## config.mk

```make
export PLATFORM = sky130hd
export DESIGN_NAME = qspi_arbiter
export DESIGN_NICKNAME = d
export VERILOG_FILES = /design/src/rtl/qspi_arbiter.sv
export SDC_FILE = /design/constraint.sdc
export NUM_CORES = 1
export LEC_CHECK = 0
export ABC_CLOCK_PERIOD_IN_PS = 7800
export CELL_PAD_IN_SITES_DETAIL_PLACEMENT = 0
export CELL_PAD_IN_SITES_GLOBAL_PLACEMENT = 1
export CORE_AREA = 4 4 121 123
export DETAILED_ROUTE_END_ITERATION = 10
export DIE_AREA = 0 0 125 127
export PLACE_DENSITY_LB_ADDON = 0.1
export SLEW_MARGIN = 20
export SYNTH_ARGS = -nofsm -noshare
export SYNTH_HDL_FRONTEND = slang
export SYNTH_SLANG_ARGS = --single-unit
```

## constraint.sdc

```tcl
create_clock -name clk -period 7.8 [get_ports clk]
set_clock_uncertainty 0.05 [all_clocks]
set_input_delay 1.95 -clock clk [delete_from_list [all_inputs] [get_ports clk]]
set_output_delay 1.95 -clock clk [all_outputs]
set_load 0.01 [all_outputs]
```

## src/rtl/qspi_arbiter.sv

```systemverilog
// ============================================================================
// qspi_arbiter
// ----------------------------------------------------------------------------
// Shares a single QSPI controller command port between an instruction-fetch
// requester and a data requester. It accepts one transaction at a time,
// decodes the 25-bit address into a target device and a 23-bit device
// address, issues a one-cycle start pulse to the controller, waits for the
// controller's done pulse, and returns read data plus a one-cycle done pulse
// to the requester that owns the transaction.
//
// Address map (bits [24:23]):
//   00 / 01 -> flash  (ctrl_sel = 0)
//   10      -> RAM A  (ctrl_sel = 1)
//   11      -> RAM B  (ctrl_sel = 2)
//
// Ports
//   clk, rst              : clock, asynchronous active-high reset
//   i_req, i_addr         : instruction read request and byte address
//   i_done, i_err         : instruction completion pulse, error (never set)
//   d_req, d_addr         : data request and byte address
//   d_write, d_len        : data direction, transfer length (bytes-1)
//   d_wdata               : data write payload
//   d_done, d_err         : data completion pulse, error pulse
//   rdata                 : read data, valid with i_done / d_done
//   ctrl_start            : one-cycle command strobe to the controller
//   ctrl_addr, ctrl_sel   : device address and device select
//   ctrl_write, ctrl_len  : command direction and length
//   ctrl_wdata            : command write payload
//   ctrl_busy             : controller busy, blocks new captures
//   ctrl_done, ctrl_rdata : controller completion pulse and read data
// ============================================================================
module qspi_arbiter (
    input  logic        clk,
    input  logic        rst,

    input  logic        i_req,
    input  logic [24:0] i_addr,
    output logic        i_done,
    output logic        i_err,

    input  logic        d_req,
    input  logic [24:0] d_addr,
    input  logic        d_write,
    input  logic [1:0]  d_len,
    input  logic [31:0] d_wdata,
    output logic        d_done,
    output logic        d_err,

    output logic [31:0] rdata,

    output logic        ctrl_start,
    output logic [22:0] ctrl_addr,
    output logic [1:0]  ctrl_sel,
    output logic        ctrl_write,
    output logic [1:0]  ctrl_len,
    output logic [31:0] ctrl_wdata,

    input  logic        ctrl_busy,
    input  logic        ctrl_done,
    input  logic [31:0] ctrl_rdata
);

    typedef enum logic [1:0] {
        ST_IDLE  = 2'd0,
        ST_ISSUE = 2'd1,
        ST_WAIT  = 2'd2,
        ST_RESP  = 2'd3
    } state_t;

    // Device select from the two top address bits.
    function automatic logic [1:0] decode_sel(input logic [24:0] addr);
        logic [1:0] sel;
        if (!addr[24]) begin
            sel = 2'd0;
        end else if (!addr[23]) begin
            sel = 2'd1;
        end else begin
            sel = 2'd2;
        end
        return sel;
    endfunction

    state_t      state_q,      state_d;
    logic        last_data_q,  last_data_d;   // last grant went to data
    logic        owner_data_q, owner_data_d;  // current transaction is data
    logic        err_q,        err_d;         // current transaction is rejected

    logic        ctrl_start_q, ctrl_start_d;
    logic [22:0] ctrl_addr_q,  ctrl_addr_d;
    logic [1:0]  ctrl_sel_q,   ctrl_sel_d;
    logic        ctrl_write_q, ctrl_write_d;
    logic [1:0]  ctrl_len_q,   ctrl_len_d;
    logic [31:0] ctrl_wdata_q, ctrl_wdata_d;

    logic [31:0] rdata_q,      rdata_d;
    logic        i_done_q,     i_done_d;
    logic        d_done_q,     d_done_d;
    logic        d_err_q,      d_err_d;

    logic        grant_data;
    logic        flash_write;

    // ------------------------------------------------------------------
    // Next-state and output computation
    // ------------------------------------------------------------------
    always_comb begin
        state_d      = state_q;
        last_data_d  = last_data_q;
        owner_data_d = owner_data_q;
        err_d        = err_q;

        ctrl_start_d = 1'b0;
        ctrl_addr_d  = ctrl_addr_q;
        ctrl_sel_d   = ctrl_sel_q;
        ctrl_write_d = ctrl_write_q;
        ctrl_len_d   = ctrl_len_q;
        ctrl_wdata_d = ctrl_wdata_q;

        rdata_d      = rdata_q;
        i_done_d     = 1'b0;
        d_done_d     = 1'b0;
        d_err_d      = 1'b0;

        // Data normally wins, but after a data grant a waiting instruction
        // fetch takes the next slot so neither side can be starved.
        grant_data   = d_req && !(last_data_q && i_req);
        flash_write  = d_write && !d_addr[24];

        case (state_q)
            ST_IDLE: begin
                if (!ctrl_busy && (i_req || d_req)) begin
                    state_d      = ST_ISSUE;
                    owner_data_d = grant_data;
                    last_data_d  = grant_data;
                    if (grant_data) begin
                        err_d = flash_write;
                        // A rejected flash write never reaches the
                        // controller, so the command registers keep their
                        // previous contents.
                        if (!flash_write) begin
                            ctrl_start_d = 1'b1;
                            ctrl_addr_d  = d_addr[22:0];
                            ctrl_sel_d   = decode_sel(d_addr);
                            ctrl_write_d = d_write;
                            ctrl_len_d   = d_len;
                            ctrl_wdata_d = d_wdata;
                        end
                    end else begin
                        // Instruction fetches are always full-word reads.
                        err_d        = 1'b0;
                        ctrl_start_d = 1'b1;
                        ctrl_addr_d  = i_addr[22:0];
                        ctrl_sel_d   = decode_sel(i_addr);
                        ctrl_write_d = 1'b0;
                        ctrl_len_d   = 2'd3;
                        ctrl_wdata_d = 32'd0;
                    end
                end
            end

            ST_ISSUE: begin
                if (err_q) begin
                    // Nothing was issued, so there is nothing to wait for:
                    // report the error directly.
                    state_d  = ST_RESP;
                    d_done_d = 1'b1;
                    d_err_d  = 1'b1;
                end else begin
                    state_d = ST_WAIT;
                end
            end

            ST_WAIT: begin
                if (ctrl_done) begin
                    state_d = ST_RESP;
                    rdata_d = ctrl_rdata;
                    if (owner_data_q) begin
                        d_done_d = 1'b1;
                    end else begin
                        i_done_d = 1'b1;
                    end
                end
            end

            ST_RESP: begin
                state_d = ST_IDLE;
            end

            default: begin
                state_d = ST_IDLE;
            end
        endcase
    end

    // ------------------------------------------------------------------
    // State registers
    // ------------------------------------------------------------------
    always_ff @(posedge clk or posedge rst) begin
        if (rst) begin
            state_q      <= ST_IDLE;
            last_data_q  <= 1'b0;
            owner_data_q <= 1'b0;
            err_q        <= 1'b0;
            ctrl_start_q <= 1'b0;
            ctrl_addr_q  <= 23'd0;
            ctrl_sel_q   <= 2'd0;
            ctrl_write_q <= 1'b0;
            ctrl_len_q   <= 2'd0;
            ctrl_wdata_q <= 32'd0;
            rdata_q      <= 32'd0;
            i_done_q     <= 1'b0;
            d_done_q     <= 1'b0;
            d_err_q      <= 1'b0;
        end else begin
            state_q      <= state_d;
            last_data_q  <= last_data_d;
            owner_data_q <= owner_data_d;
            err_q        <= err_d;
            ctrl_start_q <= ctrl_start_d;
            ctrl_addr_q  <= ctrl_addr_d;
            ctrl_sel_q   <= ctrl_sel_d;
            ctrl_write_q <= ctrl_write_d;
            ctrl_len_q   <= ctrl_len_d;
            ctrl_wdata_q <= ctrl_wdata_d;
            rdata_q      <= rdata_d;
            i_done_q     <= i_done_d;
            d_done_q     <= d_done_d;
            d_err_q      <= d_err_d;
        end
    end

    assign ctrl_start = ctrl_start_q;
    assign ctrl_addr  = ctrl_addr_q;
    assign ctrl_sel   = ctrl_sel_q;
    assign ctrl_write = ctrl_write_q;
    assign ctrl_len   = ctrl_len_q;
    assign ctrl_wdata = ctrl_wdata_q;
    assign rdata      = rdata_q;
    assign i_done     = i_done_q;
    assign d_done     = d_done_q;
    assign d_err      = d_err_q;
    assign i_err      = 1'b0;

endmodule

```

# Yosys cells after proc, flatten, opt, wreduce, memory -nomap -nowiden
# Index checks and enable logic that the tools add are counted.
# word_totals
ff_bits	100
latch_bits	0
mem_bits_rw	0
mem_bits_ro	0
in_bits	123
out_inout_bits	97
wordCells	63
memories	0
# classes
n_addsub	0
multipliers	0
n_div	0
order_cmp	0
eq_ne	6
shifts	0
mux	31
bitwise	0
reduce_logical	13
# op_table
operator	count
32-bit 2-to-1 mux	2
23-bit 2-to-1 mux	2
2-bit 2-to-1 mux	10
1-bit 2-to-1 mux	15
2-bit one-hot mux with 4 select lines	1
2-bit inequality test, second input constant	3
2-bit AND reduction	3
2-bit equality test, second input constant	2
1-bit logical AND	4
1-bit zero test	3
3-bit AND reduction	1
2-bit by 1-bit equality test with 1-bit output, second input constant	1
2-bit zero test	1
1-bit one-hot mux with 2 select lines	1
1-bit logical OR	1

# Depth between registers and ports, before layout
# logic_depth
depth_word	6
mapped_depth	6

# Worst setup path before layout
# OpenSTA, ideal clock, no wires.
# synth_timing
kind	input to register
from	input d_req
to	register ctrl_addr_q[0], in the netlist ctrl_addr[0]
setup_time_ns	0.125
t_arrival_ns	3.165
required_ns	7.625
setup_slack_ns	4.460
stages	5
path_cell_list	a21boi_1 buf_2 a311oi_4 buf_4 mux2_2
# synth_via
elab_chain_cells	3
# synth_lines
item	line	rtl
from (decl)	41	input logic d_req,
1-bit logical AND or 1-bit logical OR (tied branches)	126, 131	
2-bit inequality test (no line) or 1-bit logical AND (tied branches)	-	
3-bit AND reduction (no line)	-	
to (signal assigned)	220	ctrl_addr_q <= ctrl_addr_d;
to (decl)	89	logic [22:0] ctrl_addr_q, ctrl_addr_d;
# Several ways; a longest one is shown, not always the timed one.
# A chain may end at the register's enable or synchronous reset.

# Worst setup path after layout
# layout_timing
from	input i_req
to	register ctrl_addr_q[12], in the netlist ctrl_addr[12]
# layout_via
elab_chain_cells	5
# layout_lines
item	line	rtl
from (decl)	36	input logic i_req,
1-bit logical AND	126	grant_data = d_req && !(last_data_q && i_req);
1-bit zero test	126	
1-bit logical AND	126	
2-bit inequality test (no line)	-	
3-bit AND reduction (no line)	-	
# Several ways; a longest one is shown, not always the timed one.

==> impl_metrics.csv <==
group,metric,value,unit
die,die_h,127,um
sta,max_freq,0.251,GHz
grt,antenna_found_initial,0,
sta,finalSetupTns,0,ns
synthesis,synth_top_area_frac,0.573,
grt,grt_usage,0.150,
cells_and_area,seqCellArea,2500,sq um
worst_setup_path,cp.arrival,4.16,ns
placement,gp_congestion,0.733,
worst_setup_path,critical_path.top_delay_family,"buffers and inverters",
cells_and_area,fin_util,0.513,
placement,dpl_cell_area,6720,sq um
synthesis,syn-cell-area,4370,sq um
synthesis,synth-seq-cells,100,
cts,insertion_delay,0.34,ns
die,io_pins,220,
cells_and_area,final_area,7000,sq um
detailed_routing,drtIter0Drc,105,
worst_setup_path,critPathSlowestCell,"buf_4",
cts,cts_setup_buffers,0,
worst_setup_path,rr_startpoint,"state_q[0]",
grt,overflow,0,
cells_and_area,syn_to_final_growth,60.4,%
die,core_area,13700,sq um
die,fp.dieW,125,um
cells_and_area,multi_input_comb_area,1630,sq um
cts,clkTransAtPathRegs,0.07,ns
synthesis,synth_top_area_cell,"dfrtp_1",
placement,dp_hpwl,8480,um
run_status,run_status,"finished, final reports clean",
placement,numPortBuffers,218,
synthesis,ys_seq_area_frac,0.573,
cts,hold_buffers,0,
run,max-cap-violations,0,
detailed_routing,drtAntennaViolNets,0,
die,initial_core_util,0.320,
sta,finalCriticalPeriod,3.98,ns
cells_and_area,nNetsFinal,678,
cts,cts_tree,"done",
detailed_routing,vias,3251,
cts,numCtsBuffers,9,
cts,ctsResizeCount,0,
hold_path,min-delay-start,"ctrl_sel[0]",
worst_setup_path,critical_path.cell_chain,"clkdlybuf4s50_1, o21bai_1, a311oi_4, buf_4, mux2_2",
worst_setup_path,crit_path_end_kind,"register",
sta,final-hold-violation-count,0,
sta,rsz0062_at_grt,"no",
synthesis,yosysUniqueCellTypes,22,
pwr,p_leak,2.92,nW
pwr,irDropWorstVdd,169,uV
detailed_routing,routedWlPerCell,15.9,um
die,rows,43,
detailed_routing,viasPerCell,4.42,
worst_setup_path,path_class,"in -> reg",
die,dieArea,15900,sq um
cells_and_area,fillers,1266,
cells_and_area,diodes,0,
sta,setup_viol,0,
synthesis,ys_async_sr_fraction,1.00,
detailed_routing,totalWireLength,11700,um
synthesis,yosys_warnings,0,
synthesis,postSynthCellCount,336,
sta,fin_crit_sh,0.511,
worst_setup_path,critPathLaunch,"i_req",
grt,grt_pass1_wl,18800,um
sta,hold-worst-slack,0.440,ns
worst_setup_path,critPathLaunchType,"input port",
worst_setup_path,crit_required,7.97,ns
synthesis,synth_nets,462,
grt,grt_pass1_vias,3597,
worst_setup_path,path_buf_inv,2,
sta,slew_violations,0,
synthesis,synth_area_leaders,"dfrtp_1 57%, mux2_2 18%, mux2i_1 7.8%, mux2_1 3.6%, inv_1 3.3%",
grt,grt_max_degree,63,
cts,cts_max_level,3,
synthesis,synth.avg_cell_area,13.0,sq um
sta,tightest_slew,0.939,ns
hold_path,min-delay-path-class,"reg -> reg",
detailed_routing,drc,0,
synthesis,ys.flop_type,"dfrtp_1",
cts,clk_path_buf_depth,2,
synthesis,synth_edf_count,0,
worst_setup_path,crit_fanout,60,
detailed_routing,dr.pass1.iters,4,
pwr,power_per_cell_area,336,nW/um^2
cts,clockRootBuffer,"clkbuf_16",
cells_and_area,drive_above_1_share,0.162,
cts,clock-sinks,100,
sta,relSlewSlack,0.374,
worst_setup_path,max_stage_delay,0.78,ns
## power breakdown
group	internal, mW	switching (mW)	leakage (nW)
clock network	0.256	0.182	0.140
registers	0.749	0.119	1.23
logic	0.641	0.404	1.55
total	1.65	0.706	2.92
## metrics by stage
stage          worst slack [ns]  total power, mW  cells
2_1_floorplan              3.18             1.33    336
4_1_cts                    3.81             2.39    736
5_1_grt                    3.71             2.51    736
3_5_place_dp               3.44             1.94    721
6_report                   3.82             2.35    736
3_3_place_gp               3.50             1.92    721
## routing by layer
layer / GRT usage / up-vias / wire length [um]
met5: 0 / - / 0
met2: 0.238 / 123 / 5710
met3: 0.0581 / 14 / 1020
li1: - / 1534 / -
met4: 0.0644 / 0 / 268
met1: 0.182 / 1580 / 4740
## logic make-up (layout without fill, tap and decap cells)
logic type / count (synthesis) / count (layout) / synth area share
other: 1 / 1 / 0.000859
AND/OR/NAND/NOR: 47 / 47 / 0.0438
buffers and inverters: 55 / 275 / 0.0553
flip-flops: 100 / 100 / 0.573
AO/OA/AOI/OAI: 12 / 12 / 0.0238
multiplexers: 118 / 118 / 0.295
adder cells (fa/ha/maj): 3 / 3 / 0.00860
## cells in the mapped netlist, types with 3 or more instances
cell and n:
a31oi_1 3, buf_1 3, buf_4 7, mux2_2 70, buf_2 7, ha_1 3
nand2_1 38, mux2i_1 34, nand2b_1 5, dfrtp_1 100, inv_1 38, mux2_1 14
## placed cells by master (no fill, tap or decap)
cell and n:
clkbuf_1 3, bufinv_16 1, nand2_1 38, a311oi_4 1, inv_1 37, clkbuf_16 9
nand2b_1 5, conb_1 1, a21boi_0 2, o21ai_0 2, o22a_1 1, dfrtp_1 100
clkinv_2 1, ha_1 3, a31oi_1 3, nand3_1 2, mux2i_1 34, inv_4 1
clkdlybuf4s50_1 218, o21bai_1 1, clkbuf_8 1, mux2_2 70, a21boi_4 1, mux2_1 14
buf_4 4, o21ba_2 1, nor2_1 2
## worst reg2reg max path, stage by stage (launching register included)
cell and delay, ns:
dfrtp_1 0.42, inv_1 0.10, ha_1 0.27, inv_1 0.12
a311oi_4 0.20, buf_4 0.78, mux2_2 0.44
## flip-flops by register name, indices dropped and copies added, names as in the netlist, 2 cells and up
register / flops
ctrl_addr: 23
ctrl_len: 2
ctrl_sel: 2
ctrl_wdata: 32
rdata: 32
state_q: 2
## path summary, 6_finish.rpt
path                                  to  slack (ns)  cells after the start
max                        ctrl_addr[12]        3.82                      5
min                          ctrl_sel[0]        0.44                      1
max reg2reg                ctrl_addr[12]        5.31                      6
min reg2reg                  ctrl_sel[0]        0.44                      1
max in group asynchronous          err_q        4.53                      3
min in group asynchronous  ctrl_wdata[6]        1.94                      2
## layout make-up
cell class	instances	share of cell area
multi-input cells	181	0.233
clock inverters	2	0.00500
flip-flops and latches	100	0.357
inverters	38	0.0207
repair buffers	222	0.316
clock buffers	13	0.0357
well taps	180	0.0322
(Power assumes the default switching activity.)
